File: src/rtl/id_stage_fwd_pkg.sv
// Shared decode constants and the decode function for the ID stage.
package id_stage_fwd_pkg;

  localparam logic RstEnable   = 1'b1;
  localparam logic WriteEnable = 1'b1;
  localparam logic [31:0] ZeroWord = 32'h0;

  localparam logic [7:0] ALU_NOP = 8'h00;
  localparam logic [7:0] ALU_OR  = 8'h25;
  localparam logic [7:0] ALU_SLL = 8'h7C;
  localparam logic [7:0] ALU_SRL = 8'h02;
  localparam logic [7:0] ALU_SRA = 8'h03;
  localparam logic [7:0] ALU_LW  = 8'hE3;

  localparam logic [2:0] SEL_NOP   = 3'b000;
  localparam logic [2:0] SEL_LOGIC = 3'b001;
  localparam logic [2:0] SEL_SHIFT = 3'b010;
  localparam logic [2:0] SEL_LOAD  = 3'b111;

  localparam logic [5:0] OP_SPECIAL = 6'h00;
  localparam logic [5:0] OP_ANDI    = 6'h0C;
  localparam logic [5:0] OP_ORI     = 6'h0D;
  localparam logic [5:0] OP_XORI    = 6'h0E;
  localparam logic [5:0] OP_LUI     = 6'h0F;
  localparam logic [5:0] OP_LW      = 6'h23;

  localparam logic [5:0] F_SLL  = 6'h00;
  localparam logic [5:0] F_SRL  = 6'h02;
  localparam logic [5:0] F_SRA  = 6'h03;
  localparam logic [5:0] F_SLLV = 6'h04;
  localparam logic [5:0] F_SRLV = 6'h06;
  localparam logic [5:0] F_SRAV = 6'h07;
  localparam logic [5:0] F_AND  = 6'h24;
  localparam logic [5:0] F_OR   = 6'h25;
  localparam logic [5:0] F_XOR  = 6'h26;
  localparam logic [5:0] F_NOR  = 6'h27;

  typedef enum logic [2:0] {
    IMM_NONE, IMM_ZE, IMM_SE, IMM_HI, IMM_SA
  } imm_t;

  typedef struct packed {
    logic [7:0] aluop;
    logic [2:0] alusel;
    logic       rd1;
    logic       rd2;
    imm_t       imm;
    logic [4:0] wd;
    logic       load;
    logic       legal;
  } dec_t;

  localparam dec_t DEC_NOP = '{
    aluop: ALU_NOP, alusel: SEL_NOP, rd1: 1'b0,
    rd2: 1'b0, imm: IMM_NONE, wd: 5'd0,
    load: 1'b0, legal: 1'b0
  };

  // Shift ops share codes between variable and sa forms.
  function automatic logic [7:0] shift_op(
    input logic [1:0] f
  );
    logic [7:0] r;
    r = ALU_SLL;
    if (f == 2'b10) r = ALU_SRL;
    if (f == 2'b11) r = ALU_SRA;
    return r;
  endfunction

  function automatic dec_t decode(input logic [31:0] inst);
    dec_t d;
    logic [5:0] op;
    logic [5:0] fn;
    logic sp;
    logic sa0;
    logic rs0;
    op  = inst[31:26];
    fn  = inst[5:0];
    sp  = (op == OP_SPECIAL);
    sa0 = (inst[10:6] == 5'd0);
    rs0 = (inst[25:21] == 5'd0);
    d   = DEC_NOP;
    unique case (1'b1)
      sp && sa0 &&
      (fn inside {F_AND, F_OR, F_XOR, F_NOR}): begin
        d.aluop  = {2'b00, fn};
        d.alusel = SEL_LOGIC;
        d.rd1    = 1'b1;
        d.rd2    = 1'b1;
        d.wd     = inst[15:11];
        d.legal  = 1'b1;
      end
      sp && sa0 &&
      (fn inside {F_SLLV, F_SRLV, F_SRAV}): begin
        d.aluop  = shift_op(fn[1:0]);
        d.alusel = SEL_SHIFT;
        d.rd1    = 1'b1;
        d.rd2    = 1'b1;
        d.wd     = inst[15:11];
        d.legal  = 1'b1;
      end
      sp && rs0 &&
      (fn inside {F_SLL, F_SRL, F_SRA}): begin
        d.aluop  = shift_op(fn[1:0]);
        d.alusel = SEL_SHIFT;
        d.rd2    = 1'b1;
        d.imm    = IMM_SA;
        d.wd     = inst[15:11];
        d.legal  = 1'b1;
      end
      op inside {OP_ANDI, OP_ORI, OP_XORI}: begin
        d.aluop  = {6'b001001, op[1:0]};
        d.alusel = SEL_LOGIC;
        d.rd1    = 1'b1;
        d.imm    = IMM_ZE;
        d.wd     = inst[20:16];
        d.legal  = 1'b1;
      end
      op == OP_LUI: begin
        d.aluop  = ALU_OR;
        d.alusel = SEL_LOGIC;
        d.rd1    = 1'b1;
        d.imm    = IMM_HI;
        d.wd     = inst[20:16];
        d.legal  = 1'b1;
      end
      op == OP_LW: begin
        d.aluop  = ALU_LW;
        d.alusel = SEL_LOAD;
        d.rd1    = 1'b1;
        d.imm    = IMM_SE;
        d.wd     = inst[20:16];
        d.load   = 1'b1;
        d.legal  = 1'b1;
      end
      default: ;
    endcase
    return d;
  endfunction

endpackage

File: src/rtl/id_stage_fwd_fwd_mux.sv
// One operand: immediate, zero register, priority forward, regfile.
module id_fwd_mux #(
  parameter int DATA_W  = 32,
  parameter int REG_AW  = 5,
  parameter int NUM_FWD = 2
) (
  input  logic                      re_i,
  input  logic [REG_AW-1:0]         addr_i,
  input  logic [DATA_W-1:0]         rf_i,
  input  logic [DATA_W-1:0]         imm_i,
  input  logic [NUM_FWD-1:0]        fwd_wreg_i,
  input  logic [NUM_FWD*REG_AW-1:0] fwd_wd_i,
  input  logic [NUM_FWD*DATA_W-1:0] fwd_wdata_i,
  output logic [DATA_W-1:0]         data_o
);

  // Walk oldest to youngest so the lowest index wins.
  always_comb begin
    data_o = rf_i;
    for (int k = NUM_FWD - 1; k >= 0; k--) begin
      if (fwd_wreg_i[k] &&
          fwd_wd_i[k*REG_AW +: REG_AW] == addr_i)
        data_o = fwd_wdata_i[k*DATA_W +: DATA_W];
    end
    if (addr_i == '0) data_o = '0;
    if (!re_i) data_o = imm_i;
  end

endmodule

File: src/rtl/id_stage_fwd.sv
// Decode with operand forwarding, load-use detection and ID/EX register.
module id_stage_fwd
  import id_stage_fwd_pkg::*;
#(
  parameter int DATA_W  = 32,
  parameter int REG_AW  = 5,
  parameter int PC_W    = 32,
  parameter int NUM_FWD = 2
) (
  input  logic                      clk,
  input  logic                      rst,
  input  logic                      stall_i,
  input  logic                      flush_i,
  input  logic                      valid_i,
  input  logic [PC_W-1:0]           pc_i,
  input  logic [31:0]               inst_i,
  input  logic [DATA_W-1:0]         reg1_data_i,
  input  logic [DATA_W-1:0]         reg2_data_i,
  input  logic [NUM_FWD-1:0]        fwd_wreg_i,
  input  logic [NUM_FWD*REG_AW-1:0] fwd_wd_i,
  input  logic [NUM_FWD*DATA_W-1:0] fwd_wdata_i,
  input  logic                      fwd_load_i,
  output logic                      reg1_read_o,
  output logic                      reg2_read_o,
  output logic [REG_AW-1:0]         reg1_addr_o,
  output logic [REG_AW-1:0]         reg2_addr_o,
  output logic                      stallreq_o,
  output logic                      ex_valid_o,
  output logic [PC_W-1:0]           ex_pc_o,
  output logic [7:0]                ex_aluop_o,
  output logic [2:0]                ex_alusel_o,
  output logic [DATA_W-1:0]         ex_reg1_o,
  output logic [DATA_W-1:0]         ex_reg2_o,
  output logic [REG_AW-1:0]         ex_wd_o,
  output logic                      ex_wreg_o,
  output logic                      ex_load_o,
  output logic                      ex_illegal_o
);

  typedef struct packed {
    logic              valid;
    logic [PC_W-1:0]   pc;
    logic [7:0]        aluop;
    logic [2:0]        alusel;
    logic [DATA_W-1:0] reg1;
    logic [DATA_W-1:0] reg2;
    logic [REG_AW-1:0] wd;
    logic              wreg;
    logic              load;
    logic              illegal;
  } id_ex_t;

  dec_t              dec;
  id_ex_t            dec_ex;
  id_ex_t            ex_d;
  id_ex_t            ex_q;
  logic [15:0]       imm16;
  logic [DATA_W-1:0] imm_v;
  logic [DATA_W-1:0] imm1;
  logic [DATA_W-1:0] imm2;
  logic [DATA_W-1:0] op1;
  logic [DATA_W-1:0] op2;
  logic [REG_AW-1:0] wd0;
  logic              hit;

  assign dec   = decode(inst_i);
  assign imm16 = inst_i[15:0];

  assign reg1_read_o = dec.rd1;
  assign reg2_read_o = dec.rd2;
  assign reg1_addr_o = REG_AW'(inst_i[25:21]);
  assign reg2_addr_o = REG_AW'(inst_i[20:16]);

  always_comb begin
    imm_v = '0;
    unique case (dec.imm)
      IMM_ZE: imm_v = DATA_W'(imm16);
      IMM_SE: imm_v = {{(DATA_W-16){imm16[15]}}, imm16};
      IMM_HI: imm_v = DATA_W'({imm16, 16'h0});
      IMM_SA: imm_v = DATA_W'(inst_i[10:6]);
      default: imm_v = '0;
    endcase
  end

  // Shift amount feeds operand 1; every other immediate feeds operand 2.
  assign imm1 = (dec.imm == IMM_SA) ? imm_v : '0;
  assign imm2 = (dec.imm == IMM_SA) ? '0 : imm_v;

  id_fwd_mux #(
    .DATA_W(DATA_W), .REG_AW(REG_AW), .NUM_FWD(NUM_FWD)
  ) u_mux1 (
    .re_i(dec.rd1), .addr_i(reg1_addr_o),
    .rf_i(reg1_data_i), .imm_i(imm1),
    .fwd_wreg_i(fwd_wreg_i), .fwd_wd_i(fwd_wd_i),
    .fwd_wdata_i(fwd_wdata_i), .data_o(op1)
  );

  id_fwd_mux #(
    .DATA_W(DATA_W), .REG_AW(REG_AW), .NUM_FWD(NUM_FWD)
  ) u_mux2 (
    .re_i(dec.rd2), .addr_i(reg2_addr_o),
    .rf_i(reg2_data_i), .imm_i(imm2),
    .fwd_wreg_i(fwd_wreg_i), .fwd_wd_i(fwd_wd_i),
    .fwd_wdata_i(fwd_wdata_i), .data_o(op2)
  );

  assign wd0 = fwd_wd_i[REG_AW-1:0];
  assign hit = (dec.rd1 && reg1_addr_o == wd0) ||
               (dec.rd2 && reg2_addr_o == wd0);
  assign stallreq_o = valid_i && fwd_load_i &&
                      fwd_wreg_i[0] && (wd0 != '0) && hit;

  always_comb begin
    dec_ex = '0;
    if (valid_i) begin
      dec_ex.valid   = 1'b1;
      dec_ex.pc      = pc_i;
      dec_ex.aluop   = dec.aluop;
      dec_ex.alusel  = dec.alusel;
      dec_ex.reg1    = op1;
      dec_ex.reg2    = op2;
      dec_ex.wd      = REG_AW'(dec.wd);
      dec_ex.wreg    = (dec.legal && dec.wd != 5'd0)
                       ? WriteEnable : 1'b0;
      dec_ex.load    = dec.load;
      dec_ex.illegal = !dec.legal;
    end
  end

  always_comb begin
    ex_d = ex_q;
    if (flush_i)         ex_d = '0;
    else if (stall_i)    ex_d = ex_q;
    else if (stallreq_o) ex_d = '0;
    else                 ex_d = dec_ex;
  end

  always_ff @(posedge clk) begin
    if (rst == RstEnable) ex_q <= '0;
    else                  ex_q <= ex_d;
  end

  assign ex_valid_o   = ex_q.valid;
  assign ex_pc_o      = ex_q.pc;
  assign ex_aluop_o   = ex_q.aluop;
  assign ex_alusel_o  = ex_q.alusel;
  assign ex_reg1_o    = ex_q.reg1;
  assign ex_reg2_o    = ex_q.reg2;
  assign ex_wd_o      = ex_q.wd;
  assign ex_wreg_o    = ex_q.wreg;
  assign ex_load_o    = ex_q.load;
  assign ex_illegal_o = ex_q.illegal;

endmodule

File: config.mk
export PLATFORM = sky130hd
export DESIGN_NAME = id_stage_fwd
export DESIGN_NICKNAME = d
export VERILOG_FILES = /design/src/rtl/id_stage_fwd_pkg.sv /design/src/rtl/id_stage_fwd_fwd_mux.sv /design/src/rtl/id_stage_fwd.sv
export SDC_FILE = /design/constraint.sdc
export NUM_CORES = 1
export LEC_CHECK = 0
export BUFFER_PORTS_ARGS = -buffer_cell sky130_fd_sc_hd__buf_2
export CAP_MARGIN = 20
export CORE_AREA = 2 2 132 134
export CTS_CLUSTER_SIZE = 40
export DETAILED_ROUTE_END_ITERATION = 10
export DIE_AREA = 0 0 134 136
export PLACE_DENSITY = 0.7
export SLEW_MARGIN = 30
export SYNTH_ARGS = -nofsm -noshare
export SYNTH_HDL_FRONTEND = slang
export SYNTH_SLANG_ARGS = --single-unit
File: constraint.sdc
create_clock -name clk -period 5.8 [get_ports clk]
set_input_delay 0.58 -clock clk [delete_from_list [all_inputs] [get_ports clk]]
set_output_delay 0.58 -clock clk [all_outputs]
set_load 0.03 [all_outputs]
After elaboration in Yosys (flattened, before gate mapping)

Index checks and enable logic that the tools add are counted.

Equal/unequal tests: 26
Multiplexer cells: 23
Reductions and logical operators: 35

Operator list:

| operator             | number |
|---|---|
| $mux W32             | 10 |
| $mux W116            | 2 |
| $pmux W32 S4         | 1 |
| $pmux W11 S5         | 1 |
| $eq A5 B5 Y1         | 6 |
| $eq A6 B6 Y1 const B | 5 |
| $eq A6 B4 Y1 const B | 4 |
| $eq A6 B3 Y1 const B | 3 |
| $logic_and A1 B1 Y1  | 16 |
| $logic_not A5 Y1     | 3 |
| $eq A6 B2 Y1 const B | 2 |
| $logic_not A6 Y1     | 2 |
| $pmux W3 S4          | 1 |
| $pmux W5 S2          | 1 |
| $reduce_bool A5 Y1   | 2 |
| $reduce_bool A3 Y1   | 3 |
| $mux W8              | 1 |
| $mux W7              | 1 |
| $eq A3 B2 Y1 const B | 2 |
| $reduce_or A3 Y1     | 2 |
| $reduce_or A6 Y1     | 1 |
| $mux W1              | 5 |
| $reduce_or A5 Y1     | 1 |
| $eq A2 B2 Y1 const B | 2 |
| other kinds (6)      | 7 |

Flip-flop bits (word level): 116
Word-level logic and storage cells: 94

Longest topological paths before layout

Gate-level depths: netlist (run 1).

Depth in word-level cells: 10
Mapped depth: 9

Hierarchy

A second synthesis (run 1) with hierarchy kept.

Cells, all modules: 706
Area, all modules: 6543.8 µm²

Modules (own cells, without submodules):

| module       | times used | cells an instance | area each (µm²) |
|---|---|---|---|
| id_stage_fwd | 1          | 388               | 4334.2 |
| id_fwd_mux   | 2          | 159               | 1104.8 |

Least setup slack after synthesis (run 1)

No wires, ideal clock.

Kind: input to output
Start point: input port inst_i[22]
End point: output port stallreq_o
Arrival: 2956 ps
Required time: 5220 ps
Path slack: 2264 ps
Stages: 7
Buffers on the path: 2
Cell sequence: or4_1 or3_1 buf_2 a211oi_4 clkbuf_1 a22oi_1 nor2_1

Longest elaborated chain between the ends: 8
Elaborated cells between the ends (all ways): 10
Those cells by class: eq/ne: 1; mux: 1; reduce/logical: 8

Ends and longest elaborated chain:

| element                           | RTL line                | source |
|---|---|---|
| from (decl)                       | id_stage_fwd.sv:16      | `input logic [31:0] inst_i,` |
| $logic_not A5 Y1                  | id_stage_fwd_pkg.sv:81  | `rs0 = (inst[25:21] == 5'd0);` |
| $logic_and A1 B1 Y1 (2 in a row)  | id_stage_fwd_pkg.sv:102 | `sp && rs0 &&` |
| $reduce_or A3 Y1 (no source line) | n/a                     |  |
| $mux W1                           | id_stage_fwd_pkg.sv:83  | `unique case (1'b1)` |
| net reg2_read_o                   | id_stage_fwd.sv:24      | `output logic reg2_read_o,` |
| $logic_and A1 B1 Y1               | id_stage_fwd.sv:109     | `(dec.rd2 && reg2_addr_o == wd0);` |
| $logic_or A1 B1 Y1                | id_stage_fwd.sv:108     | `assign hit = (dec.rd1 && reg1_addr_o == wd0) \|\|` |
| $logic_and A1 B1 Y1               | id_stage_fwd.sv:111     | `fwd_wreg_i[0] && (wd0 != '0) && hit;` |
| to (decl)                         | id_stage_fwd.sv:27      | `output logic stallreq_o,` |

The timed path passes the listed nets, and every way through them passes these cells.

Worst setup path after layout (run 1)

Start point: input port inst_i[22]
End point: output port stallreq_o

Longest elaborated chain between the ends: 8
Elaborated cells between the ends (all ways): 10
Those cells by class: eq/ne: 1; mux: 1; reduce/logical: 8

Ends and longest elaborated chain:

| element                           | RTL line |
|---|---|
| $logic_not A5 Y1                  | id_stage_fwd_pkg.sv:81 |
| $logic_and A1 B1 Y1 (2 in a row)  | id_stage_fwd_pkg.sv:102 |
| $reduce_or A3 Y1 (no source line) | n/a |
| $mux W1                           | id_stage_fwd_pkg.sv:83 |
| $logic_and A1 B1 Y1               | id_stage_fwd.sv:109 |
| $logic_or A1 B1 Y1 (*)            | id_stage_fwd.sv:108 |
| $logic_and A1 B1 Y1 (*)           | id_stage_fwd.sv:111 |

Mark *: on every way between the ends. The rest lies on a longest branch, timed or not.

==> impl_summary.log, run 1 <==
INFO  metric grt_max_degree = 65
INFO  metric tightest_slew = 0.8282 ns
INFO  metric port_buffers = 338
INFO  metric fin_skew = 0 ns
INFO  metric finalCriticalPeriod = 3.376 ns
INFO  metric final_count_of_hold_timing_violations = 0
INFO  metric core.rowCount = 48
INFO  metric die_h = 136 um
INFO  metric finalCritPeriodShare = 58.21%
INFO  metric drtAntennaViolNets = 0
INFO  metric grt_antenna_before_repair = 3
INFO  metric start_kind = input port
INFO  metric drt_wl_total = 24.35 mm
INFO  metric post-synth-top-count-cell = dfxtp_1
INFO  metric drt-vias-per-instance = 5.478
INFO  metric ys_ff_latch = 115
INFO  metric drc_errors = 0
INFO  metric rsz0062_at_grt = no
INFO  metric synthCells = 764
INFO  metric drtPass1Iterations = 5
INFO  metric grt_first_pass_wirelength = 36.30 mm
INFO  metric static_leakage_power = 3.948 nW
INFO  metric vias = 7,061
INFO  metric synth_enable_flop_cells = 0
INFO  metric finalSetupViolations = 0
INFO  metric detail_route.wl_per_cell = 18.89 um
INFO  metric number_of_sinks_on_the_clock_net = 115
INFO  metric gp_congestion = 0.8776
INFO  metric final-max-slew-violation-count = 0
INFO  metric drive_gt1_share = 36.97%
INFO  metric grt.overflow.total = 0
INFO  metric syn-mean-instance-area = 8.298 sq um
INFO  metric area_delta_synth_final = 37.50%
INFO  metric grt.total_usage = 25.65%
INFO  metric post_cts_hold_buffer_count = 0
INFO  metric irDropWorstVdd = 0.1867 mV
INFO  metric post_cts.resized_instances = 0
INFO  metric slew_headroom = 44.79%
INFO  metric h-tree-depth = 4
INFO  metric number_of_setup_buffers_added_after_cts = 0
INFO  metric clockRootBuffer = clkbuf_16
INFO  metric critPathRequiredTime = 5.22 ns
INFO  metric yosys-top-cells-area = dfxtp_1 (36%), a22o_1 (8.7%), a21oi_1 (4.7%)
INFO  metric number_of_ports_placed_on_the_die_boundary = 339
INFO  metric die-area = 18,220 sq um
INFO  metric drv_cap = 0
INFO  metric finalHoldWorstSlack = 0.3778 ns
INFO  metric core_area = 16,880 sq um
INFO  metric synth_seq_area_share = 36.31%
INFO  metric synth.distinct_cells = 48
INFO  metric clk_path_buf_depth = 2
INFO  metric synth_top_area_share = 36.31%
INFO  metric starting_utilization_of_the_core_area = 37.57%
INFO  metric asyncSetResetFlopFracSynth = 0%
INFO  metric first_global_vias = 6,472
INFO  metric timing.fmax = 296.2 MHz
INFO  metric dieWidth = 134 um
INFO  metric path_class = in -> out
INFO  metric cts-buffers-inserted = 17
INFO  metric dr.first_iter.drc_count = 480
INFO  metric biggest_area_consumer_among_synthesized_cells = dfxtp_1
INFO  metric type_of_element_capturing_the_critical_path = output pin
INFO  metric clkTransAtPathRegs = 0.06 ns
INFO  metric ys_warn_count = 0
INFO  metric nNetsFinal = 1,260
INFO  metric dp_hpwl = 18.37 mm
INFO  metric power.density_cell_area = 260.2 nW/um^2
INFO  metric primary_ff_master_synth = dfxtp_1
INFO  metric worst-path-max-fanout = 13
INFO  metric hold_path.class = in -> reg
INFO  metric layout.core_utilization = 51.65%
INFO  metric cts_tree = built
INFO  metric synthTopCellsByCount = dfxtp_1 (115), a22o_1 (63), a21oi_1 (59)
INFO  metric critical_path_arrival = 2.80 ns
INFO  metric worst_skew_pair.late_latency = 0.42 ns
INFO  metric post_synthesis_instance_area = 6340 sq um
INFO  metric result_of_the_run = completed
INFO  metric number_of_nets_in_the_synthesized_netlist = 974
INFO  metric finalSetupTns = 0 ns
cell usage in the layout, fill, tap and decap left out, types with 6 or more instances in the layout:
master | netlist | layout
a211oi_1 | 18 | 18
a21o_1 | 15 | 15
a21oi_1 | 59 | 59
a22o_1 | 63 | 63
a22oi_1 | 20 | 20
a31oi_1 | 16 | 16
and2_1 | 18 | 17
buf_2 | 9 | 338
buf_4 | 12 | 6
clkbuf_16 | 0 | 17
dfxtp_1 | 115 | 115
inv_1 | 29 | 29
mux2i_1 | 28 | 28
nand2_1 | 46 | 46
nand3_1 | 9 | 9
nor2_1 | 43 | 42
o211ai_1 | 29 | 29
o21ai_0 | 43 | 43
o21ai_1 | 28 | 28
o221ai_1 | 12 | 12
or3_1 | 19 | 18
xnor2_1 | 19 | 19
layout make-up:
cell class	count	area (sq um)
Multi-Input combinational cell	541	3570
Tap cell	225	281.5
Sequential cell	115	2302
Antenna cell	1	2.502
Clock buffer	17	425.4
Inverter	29	108.9
Timing Repair Buffer	346	1784
Fill cell	1628	8159
Clock inverter	15	242.7
layer usage:
metal / part of all wire [%] / global-route usage, % / vias to the layer above
li1: - / - / 3416
met1: 44 / 32.99 / 3317
met2: 47 / 42.91 / 284
met3: 6.4 / 5.444 / 40
met4: 2.2 / 8.333 / 4
met5: 0.11 / 0 / -
registers in the layout, indices dropped and copies added (netlist names):
| register | count |
|---|---|
| ex_reg1_o | 32 |
| ex_load_o | 1 |
| ex_pc_o | 32 |
| ex_illegal_o | 1 |
| ex_aluop_o | 8 |
| ex_wreg_o | 1 |
| ex_reg2_o | 32 |
| ex_alusel_o | 2 |
| ex_wd_o | 5 |
| ex_valid_o | 1 |
worst max-delay path: stages:
cell and delay (ns):
buf_2 0.13, or4_1 0.54, or3_1 0.47, a211oi_4 0.58, a22oi_1 0.18, nor2_1 0.11, buf_2 0.20
cell families (layout without fill, tap and decap cells):
family / after synthesis / count (layout) / synth area share [%]
other: 0 / 1 / 0
AO/OA/AOI/OAI: 325 / 325 / 35.39
multiplexers: 28 / 28 / 4.421
XOR/XNOR: 20 / 20 / 2.763
flip-flops: 115 / 115 / 36.31
AND/OR/NAND/NOR: 168 / 168 / 13.48
buffers and inverters: 108 / 407 / 7.638
report_power, final:
| part | switching, W | internal [W] |
|---|---|---|
| Sequential | 0.00000322 | 0.000796 |
| Clock | 0.000420 | 0.000776 |
| Combinational | 0.000163 | 0.000110 |
| Total | 0.000586 | 0.00168 |
worst paths after layout:
check        depth (start not counted)     startpoint  slack (ns)            end
max reg2reg                          2   ex_reg2_o[1]        4.97   ex_reg2_o[1]
min                                  2       pc_i[20]        0.38    ex_pc_o[20]
min reg2reg                          2  ex_reg2_o[22]        0.44  ex_reg2_o[22]
max                                  7     inst_i[22]        2.42     stallreq_o
through the flow:
| stage | std cells | area, sq um | power [W] | setup WS [ns] |
|---|---|---|---|---|
| global placement | 1254 | 7996 | 0.001083 | 2.167 |
| finish | 1289 | 8717 | 0.002268 | 2.424 |
| CTS | 1288 | 8715 | 0.002285 | 2.429 |
| floorplan | 764 | 6340 | 0.0009571 | 2.264 |
| detailed placement | 1256 | 8046 | 0.001087 | 2.399 |
| global route | 1289 | 8717 | 0.002338 | 2.227 |
(Power assumes the default switching activity.)
==> run 2: changes to the inputs <==
--- a/config.mk
+++ b/config.mk
@@ -5,13 +5,14 @@
 export SDC_FILE = /design/constraint.sdc
 export NUM_CORES = 1
 export LEC_CHECK = 0
+export ABC_AREA = 1
 export BUFFER_PORTS_ARGS = -buffer_cell sky130_fd_sc_hd__buf_2
 export CAP_MARGIN = 20
 export CORE_AREA = 2 2 132 134
 export CTS_CLUSTER_SIZE = 40
 export DETAILED_ROUTE_END_ITERATION = 10
 export DIE_AREA = 0 0 134 136
-export PLACE_DENSITY = 0.7
+export PLACE_DENSITY = 0.79
 export SLEW_MARGIN = 30
 export SYNTH_ARGS = -nofsm -noshare
 export SYNTH_HDL_FRONTEND = slang
==> constraint.sdc (replaced) <==
create_clock -name clk -period 3.35 [get_ports clk]
set_input_delay 0.335 -clock clk [delete_from_list [all_inputs] [get_ports clk]]
set_output_delay 0.335 -clock clk [all_outputs]
set_load 0.03 [all_outputs]
==> run 2 against run 1 <==
  * Worst hold slack worse by 0.23 ns
  * Core utilization up 7.1 points
  * Sequential power up 72%
  * Critical endpoint unchanged
  * Sequential share of layout area down 3.2 points
  * Synthesized cell count up 67%
  * Clock power up 70%
  * Worst setup slack worse by 1.4 ns
  * Design area up 14%
  * Critical path type unchanged
  * Highest routed layer is now met4
  * Routed wire length up 28%
  * Via count up 37%
==> impl_summary.log, run 2 <==
INFO  metric rrSetupSlack = 2.59 ns (was 4.97 ns)
INFO  metric gp_congestion = 0.9907 (was 0.8776)
INFO  metric number_of_sinks_on_the_clock_net = 115 (unchanged)
INFO  metric critPathSlowestCell = nand3_4 (was a211oi_4)
INFO  metric die-area = 18,220 sq um (unchanged)
INFO  metric clockRootBuffer = clkbuf_16 (unchanged)
INFO  metric drtPass1Iterations = 5 (unchanged)
INFO  metric finalSetupViolations = 0 (unchanged)
INFO  metric finalCritPeriodShare = 69.98%
INFO  metric first_global_vias = 8,501 (was 6,472)
INFO  metric drt_wl_total = 31.14 mm (was 24.35 mm)
INFO  metric grt_first_pass_wirelength = 46.11 mm (was 36.30 mm)
INFO  metric synth_compound_area_share = 11.99% (was 35.39%)
INFO  metric mostFrequentLayoutCell = nand2_1 (was buf_2)
INFO  metric worst-path-max-fanout = 27 (was 13)
INFO  metric slew_headroom = 42.10% (was 44.79%)
INFO  metric hold_path.class = in -> reg (unchanged)
INFO  metric synth_top_family_by_area = simple AND/OR/NAND/NOR gates (was compound AO/OA/AOI/OAI gates)
INFO  metric area_delta_synth_final = 29.11% (was 37.50%)
INFO  metric number_of_ports_placed_on_the_die_boundary = 339 (unchanged)
INFO  metric synth_top_area_share = 29.97% (was 36.31%)
INFO  metric ys_warn_count = 0 (unchanged)
INFO  metric finalCriticalPeriod = 2.344 ns
INFO  metric starting_utilization_of_the_core_area = 45.51% (was 37.57%)
INFO  metric finalSetupTns = 0 ns (unchanged)
INFO  metric post-synth-top-count-cell = nand2_1 (was dfxtp_1)
INFO  metric primary_ff_master_synth = dfxtp_1 (unchanged)
INFO  metric synth.area.mux_share = 0% (was 4.421%)
INFO  metric number_of_setup_buffers_added_after_cts = 0 (unchanged)
INFO  metric dr.first_iter.drc_count = 1,023 (was 480)
INFO  metric post_cts.resized_instances = 0 (unchanged)
INFO  metric most-common-layout-cells = nand2_1 (354), buf_2 (337), nor2_1 (166), inv_1 (115), dfxtp_1 (115) (was buf_2 (338), dfxtp_1 (115), a22o_1 (63), a21oi_1 (59), nand2_1 (46))
INFO  metric drtAntennaViolNets = 0 (unchanged)
INFO  metric result_of_the_run = completed (unchanged)
INFO  metric number_of_nets_in_the_synthesized_netlist = 1,486 (was 974)
INFO  metric clk_path_buf_depth = 2 (unchanged)
INFO  metric timing.critical_path.slowest_cell_delay = 0.34 ns (was 0.58 ns)
INFO  metric static_leakage_power = 5.127 nW (was 3.948 nW)
INFO  metric synthAdderAreaFrac = 0% (unchanged)
INFO  metric clkTransAtPathRegs = 0.06 ns (about the same)
INFO  metric port_buffers = 338 (unchanged)
INFO  metric grt.overflow.total = 0 (unchanged)
INFO  metric synth_seq_area_share = 29.97% (was 36.31%)
INFO  metric ys_ff_latch = 115 (unchanged)
INFO  metric worst_skew_pair.late_latency = 0.42 ns (about the same)
INFO  metric drc_errors = 0 (unchanged)
INFO  metric drt-vias-per-instance = 5.398 (was 5.478)
INFO  metric drive_gt1_share = 27.65% (was 36.97%)
INFO  metric die_h = 136 um (unchanged)
INFO  metric fin_skew = 0 ns (unchanged)
INFO  metric critical_path_arrival = 2.01 ns (was 2.80 ns)
INFO  metric grt.total_usage = 32.78% (was 25.65%)
INFO  metric vias = 9,641 (was 7,061)
INFO  metric syn-mean-instance-area = 6.020 sq um (was 8.298 sq um)
INFO  metric worstPathCellList = buf_2 > nor2_2 > inv_2 > nor2_2 > nand3_2 > nand3_4 > nand2_2 > nand2_2 > nand2_4 > inv_1 > buf_2 (was buf_2 > or4_1 > or3_1 > a211oi_4 > a22oi_1 > nor2_1 > buf_2)
INFO  metric timing.fmax = 426.5 MHz
INFO  metric tightest_slew = 0.8661 ns (was 0.8282 ns)
INFO  metric h-tree-depth = 4 (unchanged)
INFO  metric dp_hpwl = 23.48 mm (was 18.37 mm)
INFO  metric synth.distinct_cells = 35 (was 48)
INFO  metric final_count_of_hold_timing_violations = 0 (unchanged)
INFO  metric core_area = 16,880 sq um (unchanged)
INFO  metric final-max-slew-violation-count = 0 (unchanged)
INFO  metric yosys-top-cells-area = dfxtp_1 (30%), nand2_1 (17%), nor2_1 (8.3%) (was dfxtp_1 (36%), a22o_1 (8.7%), a21oi_1 (4.7%))
INFO  metric detail_route.wl_per_cell = 17.43 um (was 18.89 um)
INFO  metric synth_enable_flop_cells = 0 (unchanged)
INFO  metric asyncSetResetFlopFracSynth = 0% (unchanged)
INFO  metric critPathRequiredTime = 3.01 ns (was 5.22 ns)
INFO  metric core.rowCount = 48 (unchanged)
INFO  metric yosys.area_share.simple = 43.83% (was 13.48%)
INFO  metric dieWidth = 134 um (unchanged)
INFO  metric nNetsFinal = 1,756 (was 1,260)
INFO  metric start_kind = input port (unchanged)
INFO  metric grt_antenna_before_repair = 2 (was 3)
INFO  metric drv_cap = 0 (unchanged)
INFO  metric grt_max_degree = 116 (was 65)
INFO  metric rsz0062_at_grt = no (unchanged)
INFO  metric synthTopCellsByCount = nand2_1 (354), nor2_1 (169), dfxtp_1 (115), inv_1 (115), nand3_1 (101) (was dfxtp_1 (115), a22o_1 (63), a21oi_1 (59))
INFO  metric post_synthesis_instance_area = 7681 sq um (was 6340 sq um)
INFO  metric type_of_element_capturing_the_critical_path = output pin (unchanged)
INFO  metric cts-buffers-inserted = 17 (unchanged)
INFO  metric dp.cells = 1,752 (was 1,256)
INFO  metric power.density_cell_area = 405.8 nW/um^2 (was 260.2 nW/um^2)
INFO  metric synth_xor_xnor_area_share = 0.9122% (was 2.763%)
INFO  metric finish.cell_count_without_fillers = 1,786 (was 1,289)
INFO  metric cts_tree = built (unchanged)
INFO  metric irDropWorstVdd = 0.3852 mV (was 0.1867 mV)
INFO  metric post_cts_hold_buffer_count = 0 (unchanged)
INFO  metric layout.core_utilization = 58.76% (was 51.65%)
INFO  metric path_class = in -> out (unchanged)
INFO  metric synthCells = 1,276 (was 764)
INFO  metric biggest_area_consumer_among_synthesized_cells = dfxtp_1 (unchanged)
-- run 2: final timing paths --
kind                                     from             to  depth (start not counted)
worst max-delay path               inst_i[29]     stallreq_o                         11
worst min-delay path                 pc_i[23]    ex_pc_o[23]                          3
worst max register to register  ex_reg1_o[31]  ex_reg1_o[31]                          2
worst min register to register  ex_reg2_o[22]  ex_reg2_o[22]                          2
-- run 2: cell families after synthesis --
logic type / after synthesis
AO/OA/AOI/OAI: 172
flip-flops: 115
AND/OR/NAND/NOR: 752
buffers and inverters: 229
XOR/XNOR: 8
-- run 2: layout make-up --
| class | instances | area [sq um] |
|---|---|---|
| inverter | 125 | 476.7 |
| clock inverter | 15 | 220.2 |
| clock buffer | 17 | 425.4 |
| antenna | 2 | 5.005 |
| sequential | 115 | 2302 |
| multi-input combinational | 932 | 4368 |
| timing repair buffer | 355 | 1838 |
| fill | 1734 | 6959 |
| tap | 225 | 281.5 |
-- run 2: report_power, final --
part | switching (W) | total, W | internal, W
Sequential | 0.00000524 | 0.00138 | 0.00138
Clock | 0.000767 | 0.00204 | 0.00127
Combinational | 0.000405 | 0.000604 | 0.000199
Total | 0.00118 | 0.00402 | 0.00285
-- run 2: routing by layer --
layer	wire (um)	GRT usage, %
met5	0	0
met4	1078	12.71
met3	3293	7.755
met2	14490	53.30
met1	12270	42.09
-- run 2: metrics by stage --
step	power, W	instance area, sq um	hold slack (ns)	setup slack (ns)
final	0.004025	9917	0.1523	1.006
after global routing	0.004141	9917	0.1508	0.8283
after CTS	0.004028	9908	0.1429	1.033
after detailed placement	0.002000	9263	0.4477	0.6618
after global placement	0.002001	9263	0.4444	0.6921
after floorplan	0.001750	7681	0.4778	1.516
-- run 2: critical path: cells and delay by family --
family        cells  cell delay (ns)
simple gates      7             1.20
buf+inv           4             0.47
